## config.mk

```make
export PLATFORM = sky130hd
export DESIGN_NAME = change_dispenser
export DESIGN_NICKNAME = d
export VERILOG_FILES = /design/src/rtl/change_dispenser_pkg.sv /design/src/rtl/change_dispenser_tick_gap_counter.sv /design/src/rtl/change_dispenser.sv
export SDC_FILE = /design/constraint.sdc
export NUM_CORES = 1
export LEC_CHECK = 0
export BUFFER_PORTS_ARGS = -buffer_cell sky130_fd_sc_hd__buf_4
export CORE_ASPECT_RATIO = 1.25
export CORE_MARGIN = 10
export CORE_UTILIZATION = 45
export DETAILED_ROUTE_END_ITERATION = 10
export PLACE_DENSITY = 0.67
export REMOVE_ABC_BUFFERS = 1
export SETUP_SLACK_MARGIN = 0.1
export SYNTH_ARGS = -nofsm -noshare
export SYNTH_HDL_FRONTEND = slang
export SYNTH_SLANG_ARGS = --single-unit
```

## constraint.sdc

```tcl
create_clock -name clk -period 2.38 [get_ports clk]
set_clock_uncertainty 0.1 [all_clocks]
set_input_delay 0.119 -clock clk [delete_from_list [all_inputs] [get_ports clk]]
set_output_delay 0.119 -clock clk [all_outputs]
set_load 0.02 [all_outputs]
```

## src/rtl/change_dispenser_pkg.sv

```systemverilog
// Shared types and defaults for the coin change dispenser.
// CHANGE_INVENTORY_EN adds $10 stock tracking in the top level.
package change_dispenser_pkg;

  localparam int UNITS_W       = 5;
  localparam int GAP_W         = 4;
  localparam int GAP_TICKS_DEF = 2;
  localparam int TEN_STOCK_DEF = 15;

  typedef enum logic [1:0] {
    IDLE,
    DISPENSE,
    GAP,
    DONE
  } state_e;

  function automatic logic pay_ten(
    input logic [UNITS_W-1:0] rem,
    input logic               ten_ok
  );
    return (rem >= UNITS_W'(2)) && ten_ok;
  endfunction

endpackage

```

## src/rtl/change_dispenser_tick_gap_counter.sv

```systemverilog
// Counts tick strobes while enabled; expire fires on the last one.
// Cleared whenever disabled so every gap starts from zero.
module tick_gap_counter
  import change_dispenser_pkg::*;
#(
  parameter int GAP_TICKS = GAP_TICKS_DEF
) (
  input  logic clk,
  input  logic reset,
  input  logic i_en,
  input  logic i_tick,
  output logic o_expire
);

  localparam logic [GAP_W-1:0] LAST = GAP_W'(GAP_TICKS - 1);

  logic [GAP_W-1:0] r_cnt;

  assign o_expire = i_en && i_tick && (r_cnt == LAST);

  always_ff @(posedge clk or posedge reset) begin
    if (reset) begin
      r_cnt <= '0;
    end else if (!i_en || o_expire) begin
      r_cnt <= '0;
    end else if (i_tick) begin
      r_cnt <= r_cnt + GAP_W'(1);
    end
  end

endmodule

```

## src/rtl/change_dispenser.sv

```systemverilog
// Greedy $10/$5 refund dispenser with tick-paced coin spacing.
// Define CHANGE_INVENTORY_EN to track $10 stock and add the refill port.
module change_dispenser
  import change_dispenser_pkg::*;
#(
  parameter int GAP_TICKS = GAP_TICKS_DEF,
  parameter int TEN_STOCK = TEN_STOCK_DEF
) (
  input  logic               clk,
  input  logic               reset,
  input  logic               tick,
  input  logic               req_valid,
  input  logic [UNITS_W-1:0] req_units,
`ifdef CHANGE_INVENTORY_EN
  input  logic               refill,
`endif
  output logic               req_ready,
  output logic               coin10,
  output logic               coin5,
  output logic [UNITS_W-1:0] remaining,
  output logic               busy,
  output logic               done
);

  if (GAP_TICKS < 1 || GAP_TICKS > 15) begin : g_bad_gap
    $error("GAP_TICKS must be within 1..15");
  end
  if (TEN_STOCK < 0 || TEN_STOCK > 31) begin : g_bad_stock
    $error("TEN_STOCK must be within 0..31");
  end

  state_e             r_state;
  state_e             w_next;
  logic [UNITS_W-1:0] r_rem;
  logic [UNITS_W-1:0] w_rem;
  logic               r_coin10;
  logic               r_coin5;
  logic               r_done;
  logic               r_busy;
  logic               r_ready;
  logic               w_c10;
  logic               w_c5;
  logic               w_expire;
  logic               w_ten_ok;

  tick_gap_counter #(
    .GAP_TICKS (GAP_TICKS)
  ) u_gap (
    .clk      (clk),
    .reset    (reset),
    .i_en     (r_state == GAP),
    .i_tick   (tick),
    .o_expire (w_expire)
  );

`ifdef CHANGE_INVENTORY_EN
  localparam logic [UNITS_W-1:0] STOCK_INIT = UNITS_W'(TEN_STOCK);

  logic [UNITS_W-1:0] r_stock;

  // Refill takes priority over a same-cycle $10 payout.
  always_ff @(posedge clk or posedge reset) begin
    if (reset) begin
      r_stock <= STOCK_INIT;
    end else if (refill) begin
      r_stock <= STOCK_INIT;
    end else if (w_c10) begin
      r_stock <= r_stock - UNITS_W'(1);
    end
  end

  assign w_ten_ok = (r_stock != '0);
`else
  assign w_ten_ok = 1'b1;
`endif

  always_comb begin
    w_next = r_state;
    w_rem  = r_rem;
    w_c10  = 1'b0;
    w_c5   = 1'b0;
    unique case (r_state)
      IDLE: begin
        if (req_valid && r_ready) begin
          w_next = DISPENSE;
          w_rem  = req_units;
        end
      end
      DISPENSE: begin
        if (pay_ten(r_rem, w_ten_ok)) begin
          w_c10  = 1'b1;
          w_rem  = r_rem - UNITS_W'(2);
          w_next = GAP;
        end else if (r_rem != '0) begin
          w_c5   = 1'b1;
          w_rem  = r_rem - UNITS_W'(1);
          w_next = GAP;
        end else begin
          w_next = DONE;
        end
      end
      GAP: begin
        if (w_expire) begin
          w_next = DISPENSE;
        end
      end
      DONE: begin
        w_next = IDLE;
      end
      default: begin
        w_next = IDLE;
      end
    endcase
  end

  // Outputs are registered from the next-state decode.
  always_ff @(posedge clk or posedge reset) begin
    if (reset) begin
      r_state  <= IDLE;
      r_rem    <= '0;
      r_coin10 <= 1'b0;
      r_coin5  <= 1'b0;
      r_done   <= 1'b0;
      r_busy   <= 1'b0;
      r_ready  <= 1'b1;
    end else begin
      r_state  <= w_next;
      r_rem    <= w_rem;
      r_coin10 <= w_c10;
      r_coin5  <= w_c5;
      r_done   <= (w_next == DONE);
      r_busy   <= (w_next != IDLE);
      r_ready  <= (w_next == IDLE);
    end
  end

  assign req_ready = r_ready;
  assign coin10    = r_coin10;
  assign coin5     = r_coin5;
  assign remaining = r_rem;
  assign busy      = r_busy;
  assign done      = r_done;

endmodule

```

# Word-level counts from Yosys, hierarchy flattened
# Cells that the tools add are included.
# word_totals
reg_bits	16
input_bits	9
out_inout_bits	10
elab_cells	47
# classes
add_sub_neg	3
n_lt_le_gt_ge	1
n_eq_ne	7
mux	16
n_reduce_logical	12
# op_table
operator	n
two-way mux 5 bit	3
case mux 5 bit (2 select lines)	1
two-way mux 4 bit	2
case mux 2 bit (4 select lines)	1
two-way mux 1 bit	7
equality test 2 bit (second input constant)	3
nonzero test 2 bit	3
greater-or-equal comparator 5 x 2 -> 1 bit (second input constant)	1
nonzero test 5 bit	1
subtractor 5 x 1 -> 5 bit (second input constant)	1
subtractor 5 x 2 -> 5 bit (second input constant)	1
adder 4 x 1 -> 4 bit (second input constant)	1
equality test 4 x 1 -> 1 bit (second input constant)	1
logical NOT 2 bit	2
two-way mux 2 bit	2
logical AND 1 bit	3
inequality test 3 bit (second input constant)	1
AND reduction 3 bit	1
equality test 2 x 1 -> 1 bit (second input constant)	1
inequality test 2 bit (second input constant)	1
logical NOT 1 bit	1
logical OR 1 bit	1

# Depth between registers and ports, before layout
# logic_depth
word_depth	6
ltp_mapped	6
depth_no_buf	6

# By module
# From an unflattened synthesis, not the netlist that was laid out.
# unflattened
hier_cells	93
hier_area_um2	922.1
# by_module_without_submodules
mod	n_inst	cells_each	area_per_inst_um2	seq_area_each_um2
change_dispenser	1	72	688.2	301.5
tick_gap_counter	1	21	234.0	100.1

# Worst setup path after synthesis
# Ideal clock, no wire load.
# synth_timing
kind	reg2reg
start	register r_rem[1] (netlist: remaining[1])
end	register r_rem[3] (netlist: remaining[3])
setup_ns	0.121
t_arrival_ns	1.796
t_required_ns	2.159
slack_ns	0.363
stages_incl_launch_ff	7
n_path_buf	0
synth_period_minus_slack_ns	2.017
cell_sequence	dfrtp_1 -> inv_1 -> ha_1 -> nor2b_1 -> a311oi_2 -> o21ai_1 -> a22o_1
# synth_between
elab_chain_cells	4
elab_cells_between_ends	9
classes_between	add/sub (2); order compare (1); eq/ne (1); mux (3); reduce/logical (2)
# synth_rtl
item	line_no	source
start, declared	change_dispenser.sv:34	logic [UNITS_W-1:0] r_rem;
start signal, assigned	change_dispenser.sv:128	r_rem <= w_rem;
subtractor 5 x 1 -> 5 bit	change_dispenser.sv:96	w_rem = r_rem - UNITS_W'(1);
two-way mux 5 bit	change_dispenser.sv:94	end else if (r_rem != '0) begin
two-way mux 5 bit	change_dispenser.sv:90	if (pay_ten(r_rem, w_ten_ok)) begin
case mux 5 bit (2 select lines)	change_dispenser.sv:82	unique case (r_state)
# Several ways; a longest one is shown, not always the timed one. The select of a mux whose other input is x is not followed.
# A chain may end at the register's enable or synchronous reset.

# Worst setup path in the final report
# Same ends and word-level chain as after synthesis.

==> out/qor.csv <==
stage;metric;value;unit
worst_setup_path;crit path launch type;register;
yosys;register area share after synthesis;0.421;
route;residual DRC count;0;
global_routing;gr usage total;0.101;
route;drt initial violations;14;
clocking;worst-skew pair later-pin latency;0.28;ns
placement;routability cong.;0.827;
worst_setup_path;Reg2Reg Setup Slack;0.27;ns
yosys;commonest cells in the netlist;dfrtp_1 (15), nor2_1 (8), ha_1 (7), inv_1 (7), nand2_1 (7);
timing;crit path time final;2.11;ns
yosys;ranking of synthesized cells by area;dfrtp_1 (39%), ha_1 (9.2%), nor2_1 (3.1%);
worst_setup_path;CP Max Fanout;8;
yosys;cell taking the most area after synthesis;dfrtp_1;
outcome;status;complete, no violations;
timing;Slew Viols, Final;0;
pwr;Pwr Total;1430;µW
yosys;Syn Area/Cell;10.2;µm²
global_routing;global-route wire length before repair;3500;µm
pwr;worst ir drop on vdd;638;µV
clocking;root buf cell;clkbuf_4;
global_routing;largest net degree at the start of global routing;17;
timing;final setup violating endpoints;0;
route;Final Routed Wirelength;2130;µm
route;antenna viol nets, final;0;
route;Via density;5.65;
worst_setup_path;Setup crit start;remaining[1]$_DFFE_PP0P_;
route;DR vias;769;
finish;FILL cells;186;
timing;final hold violations;0;
worst_setup_path;RR Startpoint;remaining[1]$_DFFE_PP0P_;
worst_setup_path;critical path cell sequence;inv_1 > ha_1 > nor2b_1 > a311oi_2 > o21ai_1 > a22o_1;
finish;share of cells above drive strength 1;0.276;
yosys;EDFF count, synth;0;
floorplan;core box area;2000;µm²
placement;HPWL after DPL;1660;µm
worst_setup_path;Critical Path Sink Type;register;
yosys;Synth top area share;0.393;
timing;Fmax;475;MHz
floorplan;Die Wd;61.2;µm
finish;Layout Nets;133;
global_routing;GRT overflow;0;
yosys;most numerous cell in the Yosys netlist;dfrtp_1;
worst_setup_path;Worst EP required;2.45;ns
worst_setup_path;critical path class;reg -> reg;
worst_setup_path;CP arrival;2.18;ns
global_routing;vias in the first global route;800;
yosys;asr flop ratio synth;1.00;
clocking;CTS tree;done;
clocking;CTS Buf Count;3;
timing;final setup margin;0.273;ns
yosys;Post-Synthesis Cells;94;
timing;Worst Tran Pin Value;0.624;ns
floorplan;I/O Pins;19;
route;drt pass-1 iters;4;
worst_setup_path;CP peak stage delay;0.54;ns
yosys;Synth cell types;40;
yosys;commonest register cell after synthesis;dfrtp_1;
placement;worst slack at placement;0.299;ns
placement;IO buf count;18;
finish;Area Overhead vs Synth;19.9;%
yosys;Cell Area, Synth;955;µm²
clocking;total number of H-tree levels;1;
clocking;Reg clk slew, reported paths;0.09;ns
timing;final hold slack;0.0611;ns
timing;setup_tns;0;ns
global_routing;antenna violations before repair;0;
clocking;CTS max path bufs;2;
timing;fin crit share;0.885;
worst_setup_path;reg2reg path depth;6;
timing;Slew headroom;0.583;
worst_setup_path;cell depth of the worst setup path;6;
worst_setup_path;Worst Setup EP;remaining[3]$_DFFE_PP0P_;
yosys;Ys Warns;0;
floorplan;# rows;18;
clocking;CTS sink count;16;
job;max cap viols;0;
floorplan;DIE HEIGHT;71.5;µm
worst_hold_path;HP Class;in -> reg;
worst_setup_path;CP Buf/Inv Count;1;
yosys;Synth Register Bits;16;
finish;number of diodes;0;
worst_setup_path;slowest CP cell;a311oi_2;
pwr;PwrDens;1250;nW/µm²
clocking;Setup Fix Bufs, Post-CTS;0;
floorplan;Die Area;4380;µm²
worst_setup_path;worst r2r dst;remaining[3]$_DFFE_PP0P_;
worst_setup_path;delay-heaviest family, CP;compound AO/OA/AOI/OAI gates;
pwr;Leak;0.000537;µW
floorplan;starting density of the core;0.476;
route;DR WL/cell;15.7;µm
timing;RSZ-0062 raised after global routing;no;
worst min path at each step:
stage               slack [ns]  depth (start not counted)         start                  endpoint
finish                    0.06                          3  req_units[0]  remaining[0]$_DFFE_PP0P_
CTS                       0.05                          3  req_units[0]  remaining[0]$_DFFE_PP0P_
global placement          0.13                          2         reset            done$_DFF_PP0_
global route              0.09                          3  req_units[0]  remaining[0]$_DFFE_PP0P_
detailed placement        0.14                          2         reset           coin5$_DFF_PP0_
floorplan                -0.07                          1         reset            busy$_DFF_PP0_
worst min-delay path: stages:
cell,delay (ns)
buf_4,0.08
o22ai_1,0.07
a22oi_1,0.13
layout by cell type (no fill, tap or decap), types with 2 or more instances in the layout:
cell type	instances
buf_4	19
dfrtp_1	15
nor2_1	8
nand2_1	7
inv_1	7
ha_1	7
a21oi_1	3
nand4_1	3
o21ai_0	3
a211oi_1	3
o21ai_1	3
clkbuf_4	3
xor2_1	2
nand2b_1	2
o21a_1	2
nor3_1	2
a22o_1	2
dlygate4sd3_1	2
flip-flops by register name, indices dropped and copies added (netlist names):
signal,cells
remaining,5
coin5,1
u_gap.r_cnt,4
coin10,1
busy,1
r_state,2
done,1
req_ready,1
per-stage QoR:
step           cells  utilization  area [µm²]
2_1_floorplan     91            -         931
3_3_place_gp     130        0.548        1100
3_5_place_dp     130        0.548        1100
4_1_cts          136        0.571        1140
5_1_grt          136        0.571        1140
6_report         136        0.571        1140
power by group:
group          internal (µW)  switching (µW)  total, µW
logic                    339             424        764
clock network           64.8            78.9        144
registers                376             147        523
total                    780             650       1430
cell families after synthesis:
kind of cell,Yosys count,synth area share
DFF,16,0.421
muxes,2,0.0223
buffers and inverters,10,0.0524
AOI/OAI and AO/OA,24,0.180
adders and majority gates,7,0.0917
xor gates and xnor gates,3,0.0275
and+or+nand+nor,32,0.206
cell type report:
cell class / count / area (µm²) / share of cell area
Multi-Input combinational cell: 68 / 503 / 0.439
Sequential cell: 16 / 402 / 0.351
Timing Repair Buffer: 21 / 163 / 0.142
Clock buffer: 4 / 26.3 / 0.0230
Inverter: 7 / 26.3 / 0.0230
Tap cell: 20 / 25.0 / 0.0219
what timing repair did:
action                                 CTS  global route
endpoints found under the hold margin   16             0
resized for setup                        0             0
hold buffers                             2             0
per-layer routing:
layer	track usage	routed length, µm
met5	0	0
met4	0.0483	58
met3	0.0212	95
met2	0.178	1070
met1	0.108	909
Note: power is estimated with default switching activity, not from simulation.
